`src/rtl/parser_includes.sv`:
```
// -----------------------------------------------------------------------------
// parser_includes
// Bus geometry shared by the parser blocks. The parser moves BUS_WIDTH_B
// bytes per word, each BYTE_WIDTH bits wide.
// -----------------------------------------------------------------------------
package parser_includes;

  localparam int BUS_WIDTH_B = 4;
  localparam int BYTE_WIDTH  = 8;

endpackage : parser_includes

```
`src/rtl/parser_typedefs_pkg.sv`:
```
// -----------------------------------------------------------------------------
// parser_typedefs_pkg
// Shared types and defaults for the parser payload-memory arbiter.
//   ARB_STATES      : arbiter FSM encoding (idle / locked on a packet / done)
//   ARB_TIMEOUT_DEF : idle cycles tolerated inside a locked packet
//   ARB_DATA_W_DEF  : default memory word width (bus bytes * byte width)
//   arb_idx_w       : width of a requester index for n requesters (min 1)
// -----------------------------------------------------------------------------
package parser_typedefs_pkg;

  import parser_includes::*;

  typedef enum logic [1:0] {
    ARB_IDLE = 2'd0,
    ARB_LOCK = 2'd1,
    ARB_DONE = 2'd2
  } ARB_STATES;

  localparam int ARB_TIMEOUT_DEF = 64;
  localparam int ARB_DATA_W_DEF  = BUS_WIDTH_B * BYTE_WIDTH;

  function automatic int arb_idx_w(input int n);
    return (n > 1) ? $clog2(n) : 1;
  endfunction

endpackage : parser_typedefs_pkg

```
`src/rtl/rr_pick.sv`:
```
// -----------------------------------------------------------------------------
// rr_pick
// Combinational round-robin search: returns the first set bit of req at or
// after position ptr, wrapping from N-1 back to 0.
//   req   : request vector, N bits
//   ptr   : search start position
//   found : at least one request bit is set
//   idx   : index of the selected request (0 when found=0)
// -----------------------------------------------------------------------------
module rr_pick #(
  parameter int N  = 4,
  parameter int IW = 2
) (
  input  logic [N-1:0]  req,
  input  logic [IW-1:0] ptr,
  output logic          found,
  output logic [IW-1:0] idx
);

  // Walk the offsets from the far end down to zero so the last hit written
  // is the one nearest to ptr.
  always_comb begin
    found = 1'b0;
    idx   = '0;
    for (int k = N - 1; k >= 0; k--) begin
      int j;
      j = int'(ptr) + k;
      if (j >= N) j = j - N;
      if (req[j]) begin
        found = 1'b1;
        idx   = IW'(j);
      end
    end
  end

endmodule : rr_pick

```
`src/rtl/parser_mem_arbiter.sv`:
```
// -----------------------------------------------------------------------------
// parser_mem_arbiter
// Merges N_REQ parser write streams into one payload-memory write port.
// A requester is granted for a whole packet (until it presents a word with
// req_last, or until it stays silent for TIMEOUT cycles). Words are written to
// consecutive addresses from a pointer that persists across packets.
//
// Ports
//   CLK, reset        : clock; synchronous active-high reset
//   req_valid[N_REQ]  : per-parser word valid
//   req_data          : per-parser words, requester i at [i*DATA_W +: DATA_W]
//   req_last[N_REQ]   : word is the final word of its packet
//   req_ready[N_REQ]  : per-parser accept (only the granted parser can see 1)
//   mem_out           : registered word to memory
//   mem_addr          : registered word address
//   mem_w_valid       : registered write valid
//   mem_w_ready       : memory accept
//   pkt_done          : one-cycle packet completion pulse
//   pkt_src           : id of the requester whose packet finished
//   pkt_words         : words accepted in that packet (saturating)
//   pkt_err           : packet ended by idle timeout rather than req_last
//   dbg_state         : current arbiter state
//
// Handshakes: every interface transfers on a clock edge where valid && ready
// are both 1; valid may not wait for ready, and a raised valid (with its data)
// holds until that transfer. mem_w_valid / mem_out / mem_addr follow this on
// the memory side; req_valid / req_data / req_last on each parser side.
// -----------------------------------------------------------------------------
module parser_mem_arbiter
  import parser_typedefs_pkg::*;
#(
  parameter int N_REQ   = 4,
  parameter int DATA_W  = ARB_DATA_W_DEF,
  parameter int ADDR_W  = 12,
  parameter int TIMEOUT = ARB_TIMEOUT_DEF
) (
  input  logic                                    CLK,
  input  logic                                    reset,
  input  logic [N_REQ-1:0]                        req_valid,
  input  logic [N_REQ*DATA_W-1:0]                 req_data,
  input  logic [N_REQ-1:0]                        req_last,
  output logic [N_REQ-1:0]                        req_ready,
  output logic [DATA_W-1:0]                       mem_out,
  output logic [ADDR_W-1:0]                       mem_addr,
  output logic                                    mem_w_valid,
  input  logic                                    mem_w_ready,
  output logic                                    pkt_done,
  output logic [((N_REQ > 1) ? $clog2(N_REQ) : 1)-1:0] pkt_src,
  output logic [ADDR_W:0]                         pkt_words,
  output logic                                    pkt_err,
  output ARB_STATES                               dbg_state
);

  localparam int IW     = arb_idx_w(N_REQ);
  localparam int IDLE_W = $clog2(TIMEOUT + 1);

  // ---------------------------------------------------------------------------
  // State
  // ---------------------------------------------------------------------------
  ARB_STATES           state_q, state_d;
  logic [IW-1:0]       grant_q, grant_d;
  logic [IW-1:0]       rr_ptr_q, rr_ptr_d;
  logic [ADDR_W-1:0]   wr_ptr_q, wr_ptr_d;
  logic [ADDR_W:0]     word_ctr_q, word_ctr_d;
  logic [IDLE_W-1:0]   idle_ctr_q, idle_ctr_d;
  logic [DATA_W-1:0]   mem_out_q, mem_out_d;
  logic [ADDR_W-1:0]   mem_addr_q, mem_addr_d;
  logic                mem_w_valid_q, mem_w_valid_d;
  logic                pkt_done_q, pkt_done_d;
  logic [IW-1:0]       pkt_src_q, pkt_src_d;
  logic [ADDR_W:0]     pkt_words_q, pkt_words_d;
  logic                pkt_err_q, pkt_err_d;

  // ---------------------------------------------------------------------------
  // Granted-requester view
  // ---------------------------------------------------------------------------
  logic              lock;
  logic              mem_free;
  logic              g_valid;
  logic              g_last;
  logic [DATA_W-1:0] g_data;
  logic              accept;
  logic [ADDR_W:0]   word_ctr_inc;
  logic [IDLE_W-1:0] idle_inc;
  logic [IW-1:0]     grant_next;
  logic              pick_found;
  logic [IW-1:0]     pick_idx;

  assign lock     = (state_q == ARB_LOCK);
  // The output register can take a new word when it is empty or draining.
  assign mem_free = !mem_w_valid_q || mem_w_ready;
  assign g_valid  = req_valid[grant_q];
  assign g_last   = req_last[grant_q];
  assign g_data   = req_data[int'(grant_q)*DATA_W +: DATA_W];
  assign accept   = lock && mem_free && g_valid;

  // Saturating packet word count.
  assign word_ctr_inc = (&word_ctr_q) ? word_ctr_q : word_ctr_q + 1'b1;
  assign idle_inc     = idle_ctr_q + 1'b1;
  // Round-robin restarts just past the requester that finished.
  assign grant_next   = (grant_q == IW'(N_REQ - 1)) ? '0 : grant_q + 1'b1;

  always_comb begin
    req_ready = '0;
    if (lock && mem_free) req_ready[grant_q] = 1'b1;
  end

  rr_pick #(
    .N  (N_REQ),
    .IW (IW)
  ) u_rr_pick (
    .req   (req_valid),
    .ptr   (rr_ptr_q),
    .found (pick_found),
    .idx   (pick_idx)
  );

  // ---------------------------------------------------------------------------
  // Next-state logic
  // ---------------------------------------------------------------------------
  always_comb begin
    state_d       = state_q;
    grant_d       = grant_q;
    rr_ptr_d      = rr_ptr_q;
    wr_ptr_d      = wr_ptr_q;
    word_ctr_d    = word_ctr_q;
    idle_ctr_d    = idle_ctr_q;
    mem_out_d     = mem_out_q;
    mem_addr_d    = mem_addr_q;
    mem_w_valid_d = mem_w_valid_q;
    pkt_done_d    = 1'b0;
    pkt_src_d     = pkt_src_q;
    pkt_words_d   = pkt_words_q;
    pkt_err_d     = pkt_err_q;

    // Memory-side register: retire on handshake, reload on accept. The
    // register keeps draining independently of the FSM, so a pending write
    // never holds up the return to idle.
    if (mem_w_valid_q && mem_w_ready) mem_w_valid_d = 1'b0;
    if (accept) begin
      mem_out_d     = g_data;
      mem_addr_d    = wr_ptr_q;
      mem_w_valid_d = 1'b1;
    end

    case (state_q)
      ARB_IDLE: begin
        // Grant is registered; the granted requester is served from the
        // following cycle.
        if (pick_found) begin
          grant_d    = pick_idx;
          word_ctr_d = '0;
          idle_ctr_d = '0;
          state_d    = ARB_LOCK;
        end
      end

      ARB_LOCK: begin
        if (accept) begin
          wr_ptr_d   = wr_ptr_q + 1'b1;
          word_ctr_d = word_ctr_inc;
          idle_ctr_d = '0;
          if (g_last) begin
            state_d     = ARB_DONE;
            rr_ptr_d    = grant_next;
            pkt_done_d  = 1'b1;
            pkt_src_d   = grant_q;
            pkt_words_d = word_ctr_inc;
            pkt_err_d   = 1'b0;
          end
        end else if (!g_valid) begin
          idle_ctr_d = idle_inc;
          if (idle_inc == IDLE_W'(TIMEOUT)) begin
            state_d     = ARB_DONE;
            rr_ptr_d    = grant_next;
            pkt_done_d  = 1'b1;
            pkt_src_d   = grant_q;
            pkt_words_d = word_ctr_q;
            pkt_err_d   = 1'b1;
          end
        end else begin
          // Valid but held off by memory back-pressure: the requester is not
          // silent, so the idle run is broken.
          idle_ctr_d = '0;
        end
      end

      ARB_DONE: state_d = ARB_IDLE;

      default: state_d = ARB_IDLE;
    endcase
  end

  // ---------------------------------------------------------------------------
  // Registers
  // ---------------------------------------------------------------------------
  always_ff @(posedge CLK) begin
    if (reset) begin
      state_q       <= ARB_IDLE;
      grant_q       <= '0;
      rr_ptr_q      <= '0;
      wr_ptr_q      <= '0;
      word_ctr_q    <= '0;
      idle_ctr_q    <= '0;
      mem_out_q     <= '0;
      mem_addr_q    <= '0;
      mem_w_valid_q <= 1'b0;
      pkt_done_q    <= 1'b0;
      pkt_src_q     <= '0;
      pkt_words_q   <= '0;
      pkt_err_q     <= 1'b0;
    end else begin
      state_q       <= state_d;
      grant_q       <= grant_d;
      rr_ptr_q      <= rr_ptr_d;
      wr_ptr_q      <= wr_ptr_d;
      word_ctr_q    <= word_ctr_d;
      idle_ctr_q    <= idle_ctr_d;
      mem_out_q     <= mem_out_d;
      mem_addr_q    <= mem_addr_d;
      mem_w_valid_q <= mem_w_valid_d;
      pkt_done_q    <= pkt_done_d;
      pkt_src_q     <= pkt_src_d;
      pkt_words_q   <= pkt_words_d;
      pkt_err_q     <= pkt_err_d;
    end
  end

  assign mem_out     = mem_out_q;
  assign mem_addr    = mem_addr_q;
  assign mem_w_valid = mem_w_valid_q;
  assign pkt_done    = pkt_done_q;
  assign pkt_src     = pkt_src_q;
  assign pkt_words   = pkt_words_q;
  assign pkt_err     = pkt_err_q;
  assign dbg_state   = state_q;

endmodule : parser_mem_arbiter

```
`config.mk`:
```
export PLATFORM = sky130hd
export DESIGN_NAME = parser_mem_arbiter
export DESIGN_NICKNAME = d
export VERILOG_FILES = /design/src/rtl/parser_includes.sv /design/src/rtl/parser_typedefs_pkg.sv /design/src/rtl/rr_pick.sv /design/src/rtl/parser_mem_arbiter.sv
export SDC_FILE = /design/constraint.sdc
export NUM_CORES = 1
export LEC_CHECK = 0
export ABC_AREA = 1
export BUFFER_PORTS_ARGS = -buffer_cell sky130_fd_sc_hd__buf_2
export CAP_MARGIN = 30
export CORE_AREA = 2 2 108 110
export DETAILED_ROUTE_END_ITERATION = 8
export DIE_AREA = 0 0 110 112
export HOLD_SLACK_MARGIN = 0.08
export PLACE_DENSITY = 0.87
export SLEW_MARGIN = 10
export SYNTH_ARGS = -nofsm -noshare
export SYNTH_HDL_FRONTEND = slang
export SYNTH_SLANG_ARGS = --single-unit
```
`constraint.sdc`:
```
create_clock -name CLK -period 2.05 [get_ports CLK]
set_clock_uncertainty 0.1 [all_clocks]
set_input_delay 0.205 -clock CLK [delete_from_list [all_inputs] [get_ports CLK]]
set_output_delay 0.205 -clock CLK [all_outputs]
set_load 0.05 [all_outputs]
```
==> results of run 1 <==
-- cell usage in the layout, fill, tap and decap left out, types with 2 or more instances in the layout --
cell type,n
nor2_1,198
buf_12,2
buf_6,3
o21ai_1,2
buf_4,19
clkbuf_16,9
diode_2,10
o22ai_1,32
buf_2,204
nand2_2,7
inv_6,3
ha_1,7
clkbuf_4,2
xor2_1,3
inv_1,59
nand4_1,6
o21ai_0,116
nor2_2,7
xnor2_1,4
nand2_1,162
o21a_1,4
dfxtp_2,2
nand3_2,3
nand3_1,37
a21oi_1,47
dfxtp_1,98
nor3_1,6
inv_2,2
-- report_power, final --
| part | leakage, nW | internal [mW] | switching [mW] | total, mW |
|---|---|---|---|---|
| clock | 0.152 | 0.980 | 0.830 | 1.81 |
| combinational | 2.41 | 0.778 | 1.90 | 2.67 |
| sequential | 0.813 | 2.16 | 0.135 | 2.29 |
-- stage by stage --
stage | worst slack (ns) | TNS (ns)
2_1_floorplan | -0.00556 | -0.0111
3_3_place_gp | 0.211 | 0
3_5_place_dp | 0.118 | 0
4_1_cts | 0.0288 | 0
5_1_grt | -0.0214 | -0.0214
6_report | 0.111 | 0
-- how the worst min path moves through the flow --
stage | from | to | slack, ns | cells after the start
2_1_floorplan | wr_ptr_q[9] | wr_ptr_q[9] | 0.35 | 2
3_3_place_gp | pkt_src[0] | pkt_src[0] | 0.35 | 2
3_5_place_dp | wr_ptr_q[9] | wr_ptr_q[9] | 0.36 | 2
4_1_cts | req_data[18] | mem_out[18] | 0.14 | 5
5_1_grt | mem_w_ready | mem_w_valid | 0.13 | 3
6_report | mem_w_ready | mem_w_valid | 0.12 | 3
-- cell type report --
class | instances | area share (%)
Multi-Input combinational cell | 650 | 42.9
Timing Repair Buffer | 230 | 17.8
Clock buffer | 9 | 3.20
Sequential cell | 100 | 28.5
Inverter | 63 | 3.40
Tap cell | 143 | 2.54
Clock inverter | 7 | 1.30
Antenna cell | 10 | 0.356
-- cells by family after synthesis --
group / Yosys count
flops: 100
compound gates: 205
fa+ha+maj: 7
xor+xnor: 7
buf+inv: 111
simple gates: 431
-- layer usage --
| metal | vias to the layer above | share of wire, % |
|---|---|---|
| met1 | 2809 | 39 |
| li1 | 3200 | - |
| met3 | 41 | 8.3 |
| met2 | 283 | 49 |
| met4 | 0 | 3.8 |
| met5 | - | 0 |
-- tightest hold or removal path, delay by kind of cell --
family,cells,cell delay (ns)
AOI/OAI and AO/OA,1,0.18
buffers and inverters,1,0.08
and+or+nand+nor,1,0.06
-- state kept, by name, indices dropped and copies added (netlist names) --
signal and flops:
dbg_state 2, grant_q 2, word_ctr_q 13, idle_ctr_q 7
mem_addr 12, pkt_src 2, pkt_done 1, pkt_words 13
mem_out 32, rr_ptr_q 2, pkt_err 1, mem_w_valid 1
wr_ptr_q 12
-- what timing repair did --
action                                  4_1_cts  5_1_grt
gates resized for setup                       0        9
endpoints found under the setup margin        0       21
hold buffers                                  0        0
==> flow_summary.toml, run 1 <==
[logic_synthesis]
synthArstFlopShare_pct = 0
syn_inst = 861
yosysSeqAreaShare_pct = 36.6
synth_compound_area_share_pct = 20.1
synth-simple-area-share_pct = 32.2
ys_seq_elements = 100
ys_types = 34
synth-main-ff-cell = "dfxtp_1"
synth_edf_count = 0
synth_xor_area_share_pct = 1.12
syn_nets = 1007
synthAdderAreaFrac_pct = 1.60
syn_area_um2 = 5470
yosysTopAreaCellShare_pct = 36.6
synth_common_cells = "nor2_1 (201), nand2_1 (164), o21ai_0 (116)"
avgSynthCellArea_um2 = 6.35
synth_top_family_by_area = "simple AND/OR/NAND/NOR gates"
synth_top_area_cell = "dfxtp_1"
yosysMostFrequentCell = "nor2_1"
yosys_warnings = 0
synth_mux_area_share_pct = 0
ys_top_cells_by_area = "dfxtp_1 (37%), nor2_1 (14%), nand2_1 (11%)"

[placement]
dpl_cell_area_um2 = 6670
io_buffers = 206
place_inst = 1186
place_congestion = 0.935
hpwl_um = 12900

[critical_path]
cp_common_cell = "inv_1"
crit_cells = 7
worstPathMaxFanout = 4
max_stage_delay_ns = 0.34
slowest_stage = "dfxtp_1"
crit_buf_inv = 4
cp.required_ns = 1.75
critPathCapture = "req_ready[2]"
cp-end-kind = "primary output"
cp_top_family = "buffers and inverters"
startpoint = "dbg_state[1]"
timing.rr.end = "pkt_words[0]"
r2r_slack_ns = 0.20
path_cells = "inv_1 -> nand2_1 -> nor2_1 -> inv_1 -> buf_4 -> nor2_2 -> clkbuf_4"
path_class = "reg -> out"
cp.arrival_ns = 1.63
cp-start-kind = "flop"
r2r-start = "word_ctr_q[0]"
reg2regPathDepth = 10

[power_and_ir_drop]
p_leak_nw = 3.37
powerDensity_nw_per_um2 = 963
power.total_mw = 6.78
peakVddDrop_mv = 0.533

[clocking]
clk_path_buf_depth = 2
numCtsBuffers = 9
clkSinkCount = 100
htreeDepth = 3
cts_root_buf = "clkbuf_16"
clk_latency_ns = 0.34
path_clk_slew_ns = 0.07
post_cts.repair.setup_buffers = 0
cts_tree = "yes"

[sta]
whs_ns = 0.123
post-route-period-util_pct = 94.6
worstMarginPinSlew_ns = 0.548
setup_viol = 0
period_needed_ns = 1.94
finalMaxSlewViolations = 0
slew_headroom_pct = 63.3
hold_viol = 0
clock.fmax_mhz = 516

[routing]
wirelength_um = 17300
routed_via_density = 5.23
vias = 6333
drt-pass1-iter-count = 5
post_drt_wl_per_cell_um = 14.3
drt_first_iter_violations = 440
post-route-drc-count = 0
detail-route-antenna-nets = 0

[global_routing]
overflow = 0
grt_max_degree = 39
antenna_found_initial = 10
grt_util_met1_pct = 34.6
use_met3_pct = 6.91
globalRouteMet2Util_pct = 46.1
grt.total_usage_pct = 28.5
grt-busiest-layer = "met2"
grt_pass1_vias = 5876
grt_pass1_wl_um = 28000

[final_layout]
layout-drive-gt1-share_pct = 25.9
multiInputGateArea_um2 = 3020
fin_nets = 1200
final_cells = 1212
utilization_pct = 63.0
nFillCells = 1033
fin_area_um2 = 7040
area_growth_pct = 28.7
seq_area_um2 = 2000

[run]
drv_cap = 0

[floorplanning]
fp-row-count = 39
die_w_um = 110
dieHeight_um = 112
core_area_um2 = 11200
start_util_pct = 48.9
dieArea_um2 = 12300
io_pins = 207

[worst_hold_path]
hp-class = "in -> reg"

[run_status]
status = "completed"
No activity file was read; power rests on OpenSTA's default activity.
==> inputs of run 2 (changes only) <==
--- a/config.mk
+++ b/config.mk
@@ -13,6 +13,7 @@
 export DIE_AREA = 0 0 110 112
 export HOLD_SLACK_MARGIN = 0.08
 export PLACE_DENSITY = 0.87
+export SETUP_SLACK_MARGIN = 0.4
 export SLEW_MARGIN = 10
 export SYNTH_ARGS = -nofsm -noshare
 export SYNTH_HDL_FRONTEND = slang
==> run 2 against run 1 <==
Compared with the run above: clock power down 6%; fmax increased by 8.2%; combinational power is 28% higher; worst setup slack gained 0.15 ns; die area stayed put; via count increased by 11%; critical path depth unchanged; register-to-register slack better by 0.07 ns; sequential power hardly changed; global-route usage rose by 2.9 points; critical path type unchanged; critical endpoint is now req_ready[1]; largest cell class unchanged; highest routed layer unchanged.
==> flow_summary.toml, run 2 (synthesis results as in run 1) <==
[run_status]
status = "completed"

[sta]
timing.final.ws_setup_ns = 0.258
period_needed_ns = 1.79
finalMaxSlewViolations = 0
rsz0062_at_grt = "yes"
slew_headroom_pct = 76.7
post-route-period-util_pct = 87.4
worstMarginPinSlew_ns = 0.350
setup_viol = 0
clock.fmax_mhz = 558
hold_viol = 0
tns_ns = 0

[critical_path]
crit_buf_inv = 4
cp.required_ns = 1.75
cp_common_cell = "nor2_4"
cp-start-kind = "flop"
reg2regPathDepth = 9
max_stage_delay_ns = 0.36
cp.arrival_ns = 1.49
slowest_stage = "dfxtp_4"
crit_cells = 7
cp-end-kind = "primary output"
worstPathMaxFanout = 5
path_class = "reg -> out"
cp_top_family = "buffers and inverters"
path_cells = "inv_4 -> nand2_4 -> nor2_4 -> buf_12 -> clkinv_8 -> nor2_4 -> buf_8"

[final_layout]
largest_reg_flops = 32
final_cells = 1241
layout-drive-gt1-share_pct = 35.2
fin_nets = 1235
area_growth_pct = 45.8
mostFrequentLayoutCell = "buf_2"
nFillCells = 879
final_cell_mix = "buf_2 (202), nor2_1 (182), nand2_1 (149)"
utilization_pct = 71.3
multiInputGateArea_um2 = 3330
seq_area_um2 = 2050

[clocking]
numCtsBuffers = 9
path_clk_slew_ns = 0.07
clk_latency_ns = 0.35
cts_root_buf = "clkbuf_16"
clkSinkCount = 100
clk_path_buf_depth = 2
cts_tree = "yes"
htreeDepth = 3

[worst_hold_path]
holdPathStages = 3
hp-class = "in -> reg"

[power_and_ir_drop]
peakVddDrop_mv = 0.525
p_leak_nw = 3.78
powerDensity_nw_per_um2 = 933

[placement]
place_congestion = 0.879
place_inst = 1178
hpwl_um = 12200
io_buffers = 206
pre_cts_slack_ns = 0.131

[routing]
detail-route-antenna-nets = 0
drt-pass1-iter-count = 5
drt_first_iter_violations = 578
post-route-drc-count = 0
wirelength_um = 21200
routed_via_density = 5.67
vias = 7031
post_drt_wl_per_cell_um = 17.1

[floorplanning]
core_area_um2 = 11200
die_w_um = 110
dieHeight_um = 112
io_pins = 207
dieArea_um2 = 12300
start_util_pct = 48.9
fp-row-count = 39

[run]
drv_cap = 0

[global_routing]
antenna_found_initial = 4
grt_max_degree = 59
overflow = 0
grt.total_usage_pct = 31.4
grt_pass1_wl_um = 30700
grt_pass1_vias = 6403
[run 2: area by class of cell]
type	count	share of cell area, %
multi-input cells	651	41.8
well taps	143	2.25
inverters	63	3.41
diodes	4	0.126
repair buffers	264	23.0
flip-flops and latches	100	25.7
clock buffers	10	3.00
clock inverters	6	0.675
[run 2: worst reg2reg max path: stages, from the launching register on]
cell and delay, ns:
dfxtp_4 0.36, inv_4 0.07, nand2_4 0.06, nor2_4 0.16
buf_12 0.13, clkinv_8 0.07, a21oi_4 0.24, buf_4 0.21
nand3_1 0.15, a21oi_1 0.16
[run 2: path summary, 6_finish.rpt]
path | slack, ns | start | end
setup / recovery | 0.26 | dbg_state[1] | req_ready[1]
hold / removal | 0.12 | mem_w_ready | mem_w_valid
setup reg to reg | 0.27 | dbg_state[1] | pkt_src[1]
hold reg to reg | 0.36 | pkt_err | pkt_err
[run 2: metal layers]
metal | GRT usage (%) | vias to the layer above | routed length (µm)
li1 | - | 3269 | -
met1 | 36.9 | 3215 | 7470
met2 | 52.5 | 440 | 10400
met3 | 8.37 | 107 | 2130
met4 | 14.6 | 0 | 1220
met5 | 0 | - | 0
[run 2: timing repair]
action	4_1_cts	5_1_grt
hold buffers	0	0
endpoints found under the setup margin	62	73
setup buffers	20	13
resized for setup	77	70
endpoints found under the hold margin	0	0
cloned	5	5
pin swaps	10	9
[run 2: where the power goes]
group | switching, mW | internal [mW]
registers | 0.153 | 2.16
logic | 2.19 | 1.22
clock network | 0.827 | 0.885
total | 3.17 | 4.27
[run 2: metrics by stage]
| step | hold slack (ns) | instance area, µm² | power [mW] |
|---|---|---|---|
| after floorplan | 0.345 | 5560 | 4.28 |
| after global placement | 0.350 | 6700 | 4.93 |
| after detailed placement | 0.356 | 6700 | 4.97 |
| after CTS | 0.112 | 7520 | 7.07 |
| after global routing | 0.120 | 7970 | 7.79 |
| final | 0.118 | 7970 | 7.44 |
